**src/rtl/hdma_ctrl.sv**
```systemverilog
// CGB VRAM DMA engine (FF51-FF55). Decodes CPU register writes and runs either a
// general-purpose copy (all blocks back to back) or an H-blank copy (one block per
// hblank_start pulse) into VRAM, stalling the CPU via DMA_start while it owns the bus.
module hdma_ctrl #(
  parameter int unsigned BLOCK_BYTES = 16
) (
  input  logic        clk4_2,
  input  logic        reset_n,
  input  logic [15:0] cpu_addr,
  input  logic [7:0]  cpu_wdata,
  input  logic        cpu_we,
  output logic [7:0]  cpu_rdata,
  input  logic        hblank_start,
  input  logic        lcd_on,
  output logic        DMA_start,
  output logic        GDMA_finished,
  output logic [15:0] dma_src_addr,
  output logic        dma_rd,
  input  logic [7:0]  dma_rdata,
  output logic [15:0] dma_dst_addr,
  output logic [7:0]  dma_wdata,
  output logic        dma_we
);

  localparam int unsigned     CntW    = $clog2(BLOCK_BYTES);
  localparam logic [CntW-1:0] CntLast = CntW'(BLOCK_BYTES - 1);

  typedef enum logic [2:0] {
    StIdle,
    StGdmaRd,
    StGdmaWr,
    StHdmaWait,
    StHdmaRd,
    StHdmaWr,
    StDone
  } state_e;

  state_e          state_q, state_d;
  logic [15:0]     src_q, src_d;
  logic [12:0]     dst_q, dst_d;
  logic [CntW-1:0] cnt_q, cnt_d;
  logic [7:0]      blocks_q, blocks_d;
  logic [7:0]      byte_q, byte_d;
  logic            dma_start_q, dma_start_d;

  logic            wr_en;
  logic            wr_ff55;
  logic [7:0]      blocks_reload;
  logic            last_byte;
  logic            status_idle;

  // CPU register writes are locked out while the engine owns the bus.
  assign wr_en         = cpu_we && !dma_start_q;
  assign wr_ff55       = wr_en && (cpu_addr == 16'hFF55);
  assign blocks_reload = {1'b0, cpu_wdata[6:0]} + 8'd1;
  assign last_byte     = (cnt_q == CntLast);

  // State and datapath registers; reset aborts any burst with no completion pulse.
  always_ff @(posedge clk4_2 or negedge reset_n) begin
    if (!reset_n) begin
      state_q     <= StIdle;
      src_q       <= '0;
      dst_q       <= '0;
      cnt_q       <= '0;
      blocks_q    <= '0;
      byte_q      <= '0;
      dma_start_q <= 1'b0;
    end else begin
      state_q     <= state_d;
      src_q       <= src_d;
      dst_q       <= dst_d;
      cnt_q       <= cnt_d;
      blocks_q    <= blocks_d;
      byte_q      <= byte_d;
      dma_start_q <= dma_start_d;
    end
  end

  // Next-state: address register writes first, then the transfer sequencer.
  always_comb begin
    state_d  = state_q;
    src_d    = src_q;
    dst_d    = dst_q;
    cnt_d    = cnt_q;
    blocks_d = blocks_q;
    byte_d   = byte_q;

    // Applied before the FSM so a same-cycle hblank starts from the new addresses.
    if (wr_en) begin
      case (cpu_addr)
        16'hFF51: src_d[15:8] = cpu_wdata;
        16'hFF52: src_d[7:0]  = {cpu_wdata[7:4], 4'h0};
        16'hFF53: dst_d[12:8] = cpu_wdata[4:0];
        16'hFF54: dst_d[7:0]  = {cpu_wdata[7:4], 4'h0};
        default: ;
      endcase
    end

    case (state_q)
      StIdle: begin
        if (wr_ff55) begin
          blocks_d = blocks_reload;
          if (!cpu_wdata[7]) begin
            state_d = StGdmaRd;
          end else if (lcd_on) begin
            state_d = StHdmaWait;
          end else begin
            // With the LCD off no hblank will ever come, so copy one block now.
            state_d = StHdmaRd;
          end
        end
      end

      StHdmaWait: begin
        // A cancel or reload write takes priority over a coincident hblank.
        if (wr_ff55) begin
          if (!cpu_wdata[7]) begin
            state_d = StIdle;
          end else begin
            blocks_d = blocks_reload;
          end
        end else if (hblank_start && lcd_on) begin
          state_d = StHdmaRd;
        end
      end

      StGdmaRd: begin
        byte_d  = dma_rdata;
        state_d = StGdmaWr;
      end

      StHdmaRd: begin
        byte_d  = dma_rdata;
        state_d = StHdmaWr;
      end

      StGdmaWr, StHdmaWr: begin
        src_d = src_q + 16'd1;
        dst_d = dst_q + 13'd1;
        if (last_byte) begin
          cnt_d    = '0;
          blocks_d = blocks_q - 8'd1;
          if ((state_q == StHdmaWr) || (blocks_q == 8'd1)) begin
            state_d = StDone;
          end else begin
            state_d = StGdmaRd;
          end
        end else begin
          cnt_d   = cnt_q + 1'b1;
          state_d = (state_q == StHdmaWr) ? StHdmaRd : StGdmaRd;
        end
      end

      StDone: begin
        // Only an H-blank copy can leave blocks behind at a burst end.
        state_d = (blocks_q != 8'd0) ? StHdmaWait : StIdle;
      end

      default: state_d = StIdle;
    endcase

    dma_start_d = (state_d == StGdmaRd) || (state_d == StGdmaWr) ||
                  (state_d == StHdmaRd) || (state_d == StHdmaWr);
  end

  // Bus strobes decode from state; addresses and data are zero when not strobed.
  always_comb begin
    dma_rd        = (state_q == StGdmaRd) || (state_q == StHdmaRd);
    dma_we        = (state_q == StGdmaWr) || (state_q == StHdmaWr);
    DMA_start     = dma_start_q;
    GDMA_finished = (state_q == StDone);
    dma_src_addr  = dma_rd ? src_q : 16'h0000;
    dma_dst_addr  = dma_we ? {3'b100, dst_q} : 16'h0000;
    dma_wdata     = dma_we ? byte_q : 8'h00;
  end

  // FF55 status: bit 7 set when nothing is pending; low bits are blocks remaining minus one.
  // After a completed copy blocks is zero, so this naturally reads 0xFF.
  assign status_idle = (state_q == StIdle) || (blocks_q == 8'd0);

  // CPU read mux; only FF55 is readable.
  always_comb begin
    cpu_rdata = 8'hFF;
    if (cpu_addr == 16'hFF55) begin
      cpu_rdata = {status_idle, blocks_q[6:0] - 7'd1};
    end
  end

endmodule

```
**config.mk**
```make
export PLATFORM = sky130hd
export DESIGN_NAME = hdma_ctrl
export DESIGN_NICKNAME = d
export VERILOG_FILES = /design/src/rtl/hdma_ctrl.sv
export SDC_FILE = /design/constraint.sdc
export NUM_CORES = 1
export LEC_CHECK = 0
export ABC_AREA = 1
export CORE_MARGIN = 2
export CORE_UTILIZATION = 50
export CTS_CLUSTER_DIAMETER = 30
export DETAILED_ROUTE_END_ITERATION = 10
export PLACE_DENSITY = 0.81
export SLEW_MARGIN = 20
export SYNTH_ARGS = -nofsm -noshare
export SYNTH_HDL_FRONTEND = slang
export SYNTH_SLANG_ARGS = --single-unit
```
**constraint.sdc**
```tcl
create_clock -name clk4_2 -period 2.3 [get_ports clk4_2]
set_input_delay 0.575 -clock clk4_2 [delete_from_list [all_inputs] [get_ports clk4_2]]
set_output_delay 0.575 -clock clk4_2 [all_outputs]
set_load 0.1 [all_outputs]
```
# After elaboration in Yosys (flattened, before gate mapping)
# Index checks and enable logic that the tools add are counted.
op_classes:
  addsub: 6
  n_lt_le_gt_ge: 0
  n_bitwise: 0
  n_mul: 0
  n_div: 0
  reduce_logical: 27
  n_mux: 29
  n_shift: 0
  eq_ne: 21
ops:
  columns: ["operator", "count"]
  rows:
  - ["16-bit == test (second input constant)", 5]
  - ["8-bit 2-to-1 mux", 9]
  - ["16-bit 2-to-1 mux", 4]
  - ["3-bit 2-to-1 mux", 9]
  - ["13-bit 2-to-1 mux", 2]
  - ["8-bit case mux with 3 select lines", 1]
  - ["3-bit case mux with 6 select lines", 1]
  - ["16-bit by 1-bit adder with 16-bit output (second input constant)", 1]
  - ["3-bit == test (second input constant)", 5]
  - ["13-bit by 1-bit adder with 13-bit output (second input constant)", 1]
  - ["2-bit nonzero test", 5]
  - ["3-bit by 2-bit == test with 1-bit output (second input constant)", 3]
  - ["7-bit by 1-bit adder with 8-bit output (second input constant)", 1]
  - ["8-bit by 1-bit == test with 1-bit output (second input constant)", 1]
  - ["8-bit logical NOT", 1]
  - ["2-bit != test (second input constant)", 4]
  - ["2-bit AND reduction", 4]
  - ["8-bit nonzero test", 1]
  - ["8-bit by 1-bit subtractor with 8-bit output (second input constant)", 1]
  - ["1-bit logical OR", 7]
  - ["7-bit by 1-bit subtractor with 7-bit output (second input constant)", 1]
  - ["3-bit by 1-bit == test with 1-bit output (second input constant)", 2]
  - ["5-bit 2-to-1 mux", 1]
  - ["5-bit AND reduction", 1]
  - ["other kinds (9)", 12]
totals:
  output_inout_bits: 52
  rom_bits: 0
  wordCells: 92
  ff_bits: 53
  memories: 0
  ram_bits: 0
  latch_bits: 0
  inputBits: 37

# Depth between registers and ports, before layout
depth:
  depth_word: 9
  depth_mapped: 13
  depth_no_buf: 13

# Worst setup path after synthesis
# No wires, ideal clock.
synth_timing:
  path_type: "flip-flop to flip-flop"
  startpoint: "register state_q[0]"
  endpoint: "register dma_start_q (netlist: DMA_start)"
  setup_time_ns: 0.113
  synth_period_minus_slack_ns: 3.316
  arrival_time_ns: 3.203
  n_path_buf: 0
  setup_slack_ns: -1.016
  path_stages_with_launch: 11
  required_time_ns: 2.187
  path_cell_list: "dfrtp_1 -> nor3_1 -> nand2_1 -> nand2_1 -> nor2_1 -> nand2_1 -> nor2_1 -> nand2_1 -> nand2_1 -> nand2_1 -> inv_1"
synth_between:
  elab_cells_between_ends: 24
  cone_classes: "eq/ne (10); mux (8); reduce/logical (6)"
synth_rtl:
  columns: ["item", "line_no", "source"]
  rows:
  - ["start: declaration", "38", "state_e state_q, state_d;"]
  - ["start signal: assignment", "61", "state_q <= StIdle;"]
  - ["start signal: assignment", "69", "state_q <= state_d;"]
  - ["3-bit == test *", null, null]
  - ["named net GDMA_finished", "16", "output logic GDMA_finished,"]
  - ["3-bit case mux with 6 select lines *", "99", "case (state_q)"]
  - ["3-bit by 1-bit == test with 1-bit output or 3-bit by 2-bit == test with 1-bit output (tied branches)", "162", "dma_start_d = (state_d == StGdmaRd) || (state_d == StGdmaWr) ||"]
  - ["1-bit logical OR (2 in series)", "162", null]
  - ["1-bit logical OR *", "163", "(state_d == StHdmaRd) || (state_d == StHdmaWr);"]
  - ["named net dma_start_d", "44", "logic dma_start_q, dma_start_d;"]
  - ["end signal: assignment", "75", "dma_start_q <= dma_start_d;"]
  - ["end: declaration", "44", null]
# The timed path passes the listed nets; every way through them passes the cells marked *.
# A chain may end at the register's enable or synchronous reset.

# Worst setup path after layout
layout_timing:
  startpoint: "input cpu_addr[1]"
  endpoint: "register src_q[6]"
layout_between:
  elab_chain_len: 3
layout_rtl:
  columns: ["item", "line_no", "source"]
  rows:
  - ["start: declaration", "9", "input logic [15:0] cpu_addr,"]
  - ["16-bit == test", "90", "case (cpu_addr)"]
  - ["2-bit nonzero test (no line)", null, null]
  - ["2-bit AND reduction (no line)", null, null]
  - ["end signal: assignment", "70", "src_q <= src_d;"]
  - ["end: declaration", "39", "logic [15:0] src_q, src_d;"]
# No other way between the ends.

==> impl_metrics.csv <==
group,metric,value,unit
synth,seq_area_frac_synth,36.5,%
timing,hold_violations,0,
floorplan,dieWidth,89.2,um
timing,grt_setup_unrepaired,"true",
cts,cts-root-buf,"clkbuf_8",
placement,gp_congestion,0.909,
cts,cts_buffers,5,
pwr,p_per_area,312,nW/um2
global_route,grt_max_degree,54,
synth,yosysUniqueCellTypes,39,
outcome,violations,"setup timing",
cts,htree_levels,2,
timing,finalSetupViolCount,37,
timing,fin_ws,-57.3,ps
global_route,gr-usage-met1,39.2,%
timing,period_needed,2360,ps
finish,register_area,1330,um2
global_route,grt-ovfl-total,0,
cts,postCtsHoldBufs,0,
synth,synth_edf_count,0,
routing,routed_wl,14300,um
placement,dp_hpwl,8340,um
synth,netlist_instances,546,
global_route,grt_use_total,33.9,%
floorplan,rows,31,
routing,antenna_left,0,
worst_setup_path,cpLargestDelayFamily,"buffers and inverters",
global_route,grt_pass1_vias,4444,
pwr,internal_power,1.33,mW
finish,fillers,373,
worst_setup_path,crit_slowest_cell,"nand4_1",
run,cap_viol_max_count,0,
worst_setup_path,crit_cells,14,
floorplan,die_h,89.2,um
worst_setup_path,crit_type,"primary input to flip-flop",
timing,hold_ws,246,ps
timing,drv_slew,0,
worst_setup_path,crit_buf_inv,9,
floorplan,die_area,7960,um2
timing,fin_crit_sh,102,%
routing,routed_via_density,5.83,
cts,clk_pin_slew,110,ps
synth,synth_area_per_cell,6.65,um2
synth,synth_area,3630,um2
placement,io_buffers,86,
pwr,power_frac_comb,20.5,%
pwr,clkPwrFrac,28.5,%
worst_setup_path,cpMostUsedCell,"buf_4",
finish,layout-drive-gt1-share,34.9,%
placement,dp_slack,-296,ps
worst_setup_path,crit_chain,"buf_4, inv_4, buf_4, buf_4, buf_4, buf_4, buf_4, buf_4, buf_4, nor3_1, nand4_1, nand2_2, o21ai_0, a32oi_1",
cts,clock-sinks,53,
floorplan,ios,89,
synth,ys_seq_elements,53,
pwr,peakVddDrop,0.267,mV
finish,multiInputGateArea,2380,um2
routing,drcViolationCount,0,
min_path,worstHoldPathType,"primary input to async pin",
global_route,use_met3,4.99,%
timing,clock.fmax,424,MHz
cts,clock_latency,320,ps
pwr,power.leakage,3.09,nW
worst_setup_path,cp-start-kind,"primary input",
worst_setup_path,cp_data_required_time,2540,ps
routing,drtIter0Drc,504,
finish,diodes,0,
timing,finalSetupTns,-657,ps
global_route,grt_pass1_wl,20900,um
pwr,p_sw_share,31.8,%
pwr,pwr-share-seq,51.0,%
worst_setup_path,ff2ff_path_depth,11,
timing,finalClockSkew,12.7,ps
worst_setup_path,critPathArrivalTime,2600,ps
synth,ys.warnings.count,0,
worst_setup_path,crit_fanout,8,
synth,ys_async_sr_fraction,100,%
finish,area_growth,71.9,%
outcome,status,"finished, violations left",
pwr,p_sw,0.619,mW
global_route,top_usage_layer,"met2",
finish,nNetsFinal,738,
cts,max-clock-path-buffers,2,
routing,dr.pass1.iters,6,
global_route,grt_use_met2,61.0,%
routing,vias,4634,
worst_setup_path,critPathCaptureType,"flip-flop",
routing,wl_per_cell,17.9,um
floorplan,initial_core_util,50.9,%
global_route,grt_antenna_before_repair,0,
cts,cts_tree,"done",
floorplan,core-area,7140,um2
worst_setup_path,max_stage_delay,260,ps
synth,synth_flop_cell,"dfrtp_1",
[stage by stage]
stage	utilization [%]	power (mW)	instances	cell area, um2
detailed placement	77.8	1.34	747	5550
finish	87.4	1.95	795	6240
CTS	84.6	1.88	791	6030
floorplan	-	1.19	547	3910
global placement	77.8	1.33	747	5550
global route	87.4	2.00	795	6240
[cell usage in the layout (no fill, tap or decap), drive strengths merged, types with 3 or more instances in the layout]
cell / count
inv: 90
ha: 6
nand3: 28
nor3: 12
o31ai: 3
a21oi: 13
nand4: 7
o21ai: 61
dfrtp: 53
clkbuf: 17
nor2: 91
o22ai: 4
dlygate4sd2: 4
xor2: 9
o211ai: 8
nand2: 128
buf: 121
clkdlybuf4s50: 19
[final timing paths]
kind                                      start                      end  slack, ps
max                                 cpu_addr[1]     src_q[6]$_DFFE_PN0P_        -60
min                                     reset_n     src_q[0]$_DFFE_PN0P_        250
max reg2reg                state_q[2]$_DFF_PN0_  blocks_q[6]$_DFFE_PN0P_        270
min reg2reg                cnt_q[3]$_DFFE_PN0N_     cnt_q[3]$_DFFE_PN0N_        500
max in group asynchronous               reset_n     dst_q[5]$_DFFE_PN0P_       1800
min in group clk4_2        cnt_q[3]$_DFFE_PN0N_     cnt_q[3]$_DFFE_PN0N_        500
[Yosys cell counts, types with 3 or more instances]
cell / instances / area [um2]
ha_1: 6 / 75.1
dfrtp_1: 53 / 1330
nor2_1: 89 / 334
nand3_1: 27 / 135
inv_2: 4 / 15.0
nand2_1: 126 / 473
o21ai_1: 15 / 75.1
nand4_1: 7 / 43.8
buf_4: 4 / 30.0
a21oi_1: 13 / 65.1
xor2_1: 9 / 78.8
nor3_1: 10 / 50.1
o211ai_1: 8 / 60.1
o31ai_1: 3 / 22.5
buf_2: 10 / 50.1
o21ai_0: 45 / 225
inv_1: 85 / 319
o22ai_1: 4 / 25.0
[cell type report]
type	count	area share [%]
sequential	53	21.3
clock buffer	5	1.10
inverter	90	5.61
tap	99	1.98
timing repair buffer	157	31.6
clock inverter	3	0.281
multi-input combinational	388	38.2
[cells by family (layout without fill, tap and decap cells)]
family / Yosys count / count (layout) / share of synthesized area [%]
AO/OA/AOI/OAI: 100 / 100 / 16.1
XOR/XNOR: 11 / 11 / 2.65
adder cells (fa/ha/maj): 6 / 6 / 2.07
buffers and inverters: 106 / 255 / 12.0
flip-flops: 53 / 53 / 36.5
other: 1 / 2 / 0.103
AND/OR/NAND/NOR: 269 / 269 / 30.6
[flip-flops by register name, summed over array words and instances (netlist names)]
signal	count
dst_q	13
state_q	3
src_q	16
cnt_q	4
byte_q	8
blocks_q	8
DMA_start	1
[power groups by stage]
stage          sequential (mW)  combinational [mW]  clock, mW
2_1_floorplan             1.00               0.188          0
3_3_place_gp              1.00               0.322          0
3_5_place_dp              1.01               0.336          0
4_1_cts                  0.988               0.360      0.533
5_1_grt                  0.997               0.430      0.575
6_report                 0.994               0.400      0.554
[metal layers]
layer,vias up,wire length [um],share of wire (%)
met5,-,0,0
met4,0,895,6.3
met3,102,1150,8.0
met2,333,7430,52
met1,2157,4780,34
li1,2042,-,-
[timing repair]
| action | CTS | global route |
|---|---|---|
| setup endpoints to repair | 46 | 74 |
| pin swaps | 16 | 15 |
| resized for setup | 45 | 79 |
| buffers inserted | 34 | 3 |
| hold endpoints to repair | 0 | 0 |
| gates cloned | 2 | 1 |
(Power assumes the default switching activity.)
